**src/rtl/decryption_sequencer.sv**
```systemverilog
// decryption_sequencer: frame-level controller for the decryptor datapath.
// Takes a header word (alg, len) followed by len payload words, steers the
// payload to one of three engines, owns the output mux select, and closes
// the frame by counting mux valids (or flags an error on bad header/timeout).
//
// Handshake: a word is transferred on a rising edge where valid_i=1 and
// busy_o=0; words offered while busy_o=1 are dropped. Engine valids and
// done_o/error_o are single-cycle pulses with no back-pressure.
module decryption_sequencer #(
   parameter int D_WIDTH   = 8,
   parameter int LEN_WIDTH = 6,
   parameter int TIMEOUT   = 255
) (
   input  logic               clk,
   input  logic               rst,
   input  logic [D_WIDTH-1:0] data_i,
   input  logic               valid_i,
   output logic               busy_o,
   output logic [D_WIDTH-1:0] data0_o,
   output logic [D_WIDTH-1:0] data1_o,
   output logic [D_WIDTH-1:0] data2_o,
   output logic               valid0_o,
   output logic               valid1_o,
   output logic               valid2_o,
   output logic [1:0]         select_o,
   input  logic               mux_valid_i,
   output logic               done_o,
   output logic               error_o
);

   localparam int TO_WIDTH = (TIMEOUT < 1) ? 1 : $clog2(TIMEOUT + 1);
   localparam logic [TO_WIDTH-1:0]  TO_ONE  = TO_WIDTH'(1);
   localparam logic [TO_WIDTH-1:0]  TO_LAST = TO_WIDTH'(TIMEOUT - 1);
   localparam logic [LEN_WIDTH-1:0] LEN_ONE = LEN_WIDTH'(1);

   localparam logic [1:0] S_IDLE    = 2'd0;
   localparam logic [1:0] S_ROUTE   = 2'd1;
   localparam logic [1:0] S_DRAIN   = 2'd2;
   localparam logic [1:0] S_DISCARD = 2'd3;

   logic [1:0]           state;
   logic [1:0]           alg_q;
   logic [LEN_WIDTH-1:0] len_q;
   logic [LEN_WIDTH-1:0] in_cnt;
   logic [LEN_WIDTH-1:0] out_cnt;
   logic [LEN_WIDTH-1:0] out_cnt_nxt;
   logic [TO_WIDTH-1:0]  to_cnt;
   logic [1:0]           hdr_alg;
   logic [LEN_WIDTH-1:0] hdr_len;

   assign hdr_alg = data_i[1:0];
   assign hdr_len = data_i[LEN_WIDTH+1:2];

   // Input is refused only while waiting for the mux to drain.
   assign busy_o = (state == S_DRAIN);

   // Mux valids are counted only while a routed frame is open, saturating at len_q.
   always_comb begin
      out_cnt_nxt = out_cnt;
      if ((state == S_ROUTE || state == S_DRAIN) && mux_valid_i && (out_cnt != len_q))
         out_cnt_nxt = out_cnt + LEN_ONE;
   end

   // Frame FSM, payload routing, and the done/error pulse registers.
   always_ff @(posedge clk or posedge rst) begin
      if (rst) begin
         state    <= S_IDLE;
         alg_q    <= 2'd0;
         len_q    <= '0;
         in_cnt   <= '0;
         out_cnt  <= '0;
         to_cnt   <= '0;
         select_o <= 2'd0;
         data0_o  <= '0;
         data1_o  <= '0;
         data2_o  <= '0;
         valid0_o <= 1'b0;
         valid1_o <= 1'b0;
         valid2_o <= 1'b0;
         done_o   <= 1'b0;
         error_o  <= 1'b0;
      end else begin
         valid0_o <= 1'b0;
         valid1_o <= 1'b0;
         valid2_o <= 1'b0;
         done_o   <= 1'b0;
         error_o  <= 1'b0;
         out_cnt  <= out_cnt_nxt;
         case (state)
            S_IDLE: begin
               if (valid_i) begin
                  if (hdr_len == '0) begin
                     // Empty frame completes at once; select is left alone.
                     done_o <= 1'b1;
                  end else if (hdr_alg == 2'd3) begin
                     error_o <= 1'b1;
                     len_q   <= hdr_len;
                     in_cnt  <= '0;
                     state   <= S_DISCARD;
                  end else begin
                     alg_q    <= hdr_alg;
                     len_q    <= hdr_len;
                     select_o <= hdr_alg;
                     in_cnt   <= '0;
                     out_cnt  <= '0;
                     state    <= S_ROUTE;
                  end
               end
            end
            S_ROUTE: begin
               if (valid_i) begin
                  case (alg_q)
                     2'd0: begin
                        data0_o  <= data_i;
                        valid0_o <= 1'b1;
                     end
                     2'd1: begin
                        data1_o  <= data_i;
                        valid1_o <= 1'b1;
                     end
                     default: begin
                        data2_o  <= data_i;
                        valid2_o <= 1'b1;
                     end
                  endcase
                  in_cnt <= in_cnt + LEN_ONE;
                  if (in_cnt == len_q - LEN_ONE) begin
                     to_cnt <= '0;
                     state  <= S_DRAIN;
                  end
               end
            end
            S_DRAIN: begin
               if (out_cnt_nxt == len_q) begin
                  done_o <= 1'b1;
                  state  <= S_IDLE;
               end else if (mux_valid_i) begin
                  // A valid on the expiry edge still rescues the frame.
                  to_cnt <= '0;
               end else if (to_cnt == TO_LAST) begin
                  error_o <= 1'b1;
                  state   <= S_IDLE;
               end else begin
                  to_cnt <= to_cnt + TO_ONE;
               end
            end
            default: begin
               // S_DISCARD: swallow the payload of a rejected frame.
               if (valid_i) begin
                  in_cnt <= in_cnt + LEN_ONE;
                  if (in_cnt == len_q - LEN_ONE)
                     state <= S_IDLE;
               end
            end
         endcase
      end
   end

endmodule

```
**config.mk**
```make
export PLATFORM = sky130hd
export DESIGN_NAME = decryption_sequencer
export DESIGN_NICKNAME = d
export VERILOG_FILES = /design/src/rtl/decryption_sequencer.sv
export SDC_FILE = /design/constraint.sdc
export NUM_CORES = 1
export LEC_CHECK = 0
export BUFFER_PORTS_ARGS = -buffer_cell sky130_fd_sc_hd__buf_2
export CAP_MARGIN = 15
export CORE_MARGIN = 2
export CORE_UTILIZATION = 57
export DETAILED_ROUTE_END_ITERATION = 7
export GPL_TIMING_DRIVEN = 0
export PLACE_DENSITY = 0.79
export RECOVER_POWER = 25
export SLEW_MARGIN = 20
export SYNTH_ARGS = -nofsm -noshare
export SYNTH_HDL_FRONTEND = slang
export SYNTH_SLANG_ARGS = --single-unit
```
**constraint.sdc**
```tcl
create_clock -name clk -period 3.3 [get_ports clk]
set_input_delay 0.165 -clock clk [delete_from_list [all_inputs] [get_ports clk]]
set_output_delay 0.165 -clock clk [all_outputs]
set_load 0.01 [all_outputs]
```
==> metrics.txt <==
drt first pass iters 5; slew at the pin closest to its max-slew limit 2.21 ns; Worst path max stage delay 0.44 ns; unrepaired setup endpoints after global routing false; pre-CTS setup slack 0.612 ns; FF+latch count, synth 59; Post-DP Area 3500 um^2; die height 78.8 um; Die Area 6210 um^2; Arrival @ worst endpoint 2.91 ns; detailed placement HPWL 4.77 mm; Post-Synth Simple-Gate Area 0.172; CP endpoint kind flip-flop; Worst Path Buf+Inv 2; fin. max-slew vios 60; fillers 449; Mean Syn Cell Area 10.0 um^2; DRT antenna net count 0; clk sinks 59; initial antenna violation count 0; worst setup margin 0.597 ns; Starting Density 0.586; critical-path cell list buf_2 > inv_1 > ha_1 > xnor2_1 > o2bb2ai_1 > a2111o_1 > a22o_1 > or3b_4 > o311ai_0 > o41ai_2; pwr dens 923 nW/um^2; overall power 3370 uW; warning count from the yosys run 0; reg2reg end to_cnt[4]; WL/cell 15.2 um; Synth Area in Adders 0.0314; Setup CP Type reg -> reg; H-tree levels 3; # nets final 392; Rows 27; ys async rst share 1.00; CP delay by family, top compound AO/OA/AOI/OAI gates; post-synthesis cell area 3190 um^2; final setup skew 0.00635 ns; most used flip-flop cell after synthesis dfrtp_1; maximum resistive drop on vdd 0.000624 V; Area Growth Syn to Fin 14.5%; largest net degree at the start of global routing 60; Worst R2R Start len_q[0]; Crit. path cell count 10; r2r setup slk 0.60 ns; Worst Setup EP to_cnt[4]; Peak Freq 0.370 GHz; cell area after layout 3650 um^2; final worst path period share 0.819; Cells after Synth 318; die extent in x 78.8 um; largest family of logic cells by synthesized area simple AND/OR/NAND/NOR gates; Final Critical Period 2.70 ns; layout cells sized above 1 0.188; GR Util All Layers 0.242; run status finished, violations left; I/O Buffers 42; Post-synth EDFFs 0; core box area 5440 um^2; max-slew headroom at the worst pin -0.474; post-cts sizing count 0; Hold Path Class in -> reg; CTS Buf Count 9; Final Routed Wirelength 6.83 mm; vias in the first global route 2602; Vias 2551; diode count 0; CP Launch Type flip-flop; post-synthesis mux area share 0.0808; post-synthesis cell type count 49; CTS root buf clkbuf_8; failing checks capacitance limit, slew limit; CTS tree done; Hold WS 0.0828 ns; MaxCap Viol Count 1; Synth Area in Compound Gates 0.135; worst r2r path cells 10; Max clock buf depth 2; CTS clock-pin slew for the worst setup and hold paths 0.07 ns; vias per inst 5.68; GRT overflow 0; Crit Path Max Fanout 7; syn_nets 338; first-pass GRT wire length 11.7 mm; post-synthesis sequential area ratio 0.463; I/O pins 44; Hold Path Stages 3; GPL Wtd Cong 0.870; crit path from len_q[0]; Clk Latency, worst-skew pair 0.34 ns; CP max-delay cell a2111o_1; initial DRC count 160; # DRC 0; setup tns final 0 ns; Setup-failing EPs final 0; Leak Pwr 0.00165 uW; final-report hold violation count 0; Req. time, crit path 3.51 ns; post-synthesis xor/xnor area fraction 0.0738
-- report_power, final --
| part | switching (uW) | internal (uW) |
|---|---|---|
| logic | 926 | 668 |
| clock network | 285 | 346 |
| registers | 163 | 982 |
-- final cells by class --
class	instances	area [um^2]	share of cell area
repair buffers	43	181	0.0497
clock inverters	5	53.8	0.0147
inverters	12	45.0	0.0123
flip-flops and latches	59	1480	0.405
plain buffers	17	93.8	0.0257
well taps	72	90.1	0.0247
multi-input cells	230	1580	0.432
clock buffers	11	131	0.0360
-- sequential cells by signal (all words and copies together), names as in the netlist --
register  cells
len_q         6
valid0_o      1
data0_o       8
out_cnt       6
error_o       1
done_o        1
state         2
data2_o       8
valid1_o      1
in_cnt        6
alg_q         2
to_cnt        8
data1_o       8
valid2_o      1
-- through the flow --
step                      instances   util
after floorplan                 318      -
after global routing            449  0.671
after CTS                       449  0.679
after detailed placement        432  0.643
final                           449  0.671
after global placement          432  0.641
-- layout by cell type (no fill, tap or decap), types with 2 or more instances in the layout --
cell type  Yosys  layout
a21bo_2        2       2
a21oi_1        5       5
a31oi_1        4       4
and2_1         3       3
and3_1         6       6
buf_2          6      17
buf_4          2       2
buf_6          2       2
clkbuf_1       7      40
clkbuf_8       0       9
clkinv_2       0       3
dfrtp_1       59      59
ha_1           8       8
inv_1         11      11
mux2_2        22      22
nand2_1       44      44
nand2b_1       5       5
nand3_1       13      13
nand4_1        5       5
nor2_1        33      33
nor3_1         5       4
nor4_1         2       2
o21ai_0        8       8
o22ai_1        3       3
o2bb2ai_1      2       2
o311ai_0       6       6
o31ai_1        4       4
o41ai_2        5       5
xnor2_1       13      13
xor2_1        12      12
-- worst min path at each step --
| stage | start | to |
|---|---|---|
| finish | data_i[5] | data1_o[5] |
| global route | data_i[3] | data1_o[3] |
| CTS | data_i[5] | data1_o[5] |
| detailed placement | rst | data0_o[0] |
| global placement | data_i[7] | data1_o[7] |
| floorplan | data_i[0] | data1_o[0] |
-- tightest hold or removal path: stages --
cell and delay [ns]:
buf_2 0.12, nand2_1 0.06, nand2_1 0.05
-- cells in the mapped netlist, types with 5 or more instances --
| library cell | instances | share of area |
|---|---|---|
| xor2_1 | 12 | 0.033 |
| nand4_1 | 5 | 0.0098 |
| a21oi_1 | 5 | 0.0078 |
| nand3_1 | 13 | 0.020 |
| nand2_1 | 44 | 0.052 |
| dfrtp_1 | 59 | 0.46 |
| o311ai_0 | 6 | 0.016 |
| clkbuf_1 | 7 | 0.0082 |
| ha_1 | 8 | 0.031 |
| mux2_2 | 22 | 0.078 |
| nor3_1 | 5 | 0.0078 |
| buf_2 | 6 | 0.0094 |
| o21ai_0 | 8 | 0.013 |
| xnor2_1 | 13 | 0.036 |
| nand2b_1 | 5 | 0.0098 |
| nor2_1 | 33 | 0.039 |
| inv_1 | 11 | 0.013 |
| o41ai_2 | 5 | 0.026 |
| and3_1 | 6 | 0.012 |
-- what timing repair did --
action / 4_1_cts / 5_1_grt
setup buffers: 0 / 0
hold endpoints to repair: 59 / 0
endpoints found under the setup margin: 0 / 0
hold buffers: 1 / 0
-- layer usage --
| metal | vias up | part of all wire | track usage |
|---|---|---|---|
| li1 | 1224 | - | - |
| met1 | 1249 | 0.44 | 0.296 |
| met2 | 67 | 0.49 | 0.402 |
| met3 | 11 | 0.055 | 0.0648 |
| met4 | 0 | 0.014 | 0.111 |
| met5 | - | 0 | 0 |
-- cell families after synthesis --
| group | count (synthesis) |
|---|---|
| AOI/OAI and AO/OA | 52 |
| xor gates and xnor gates | 26 |
| adders and majority gates | 8 |
| buffers and inverters | 29 |
| DFF | 59 |
| muxes | 23 |
| and+or+nand+nor | 121 |
Power figures use the tool's default switching activity.
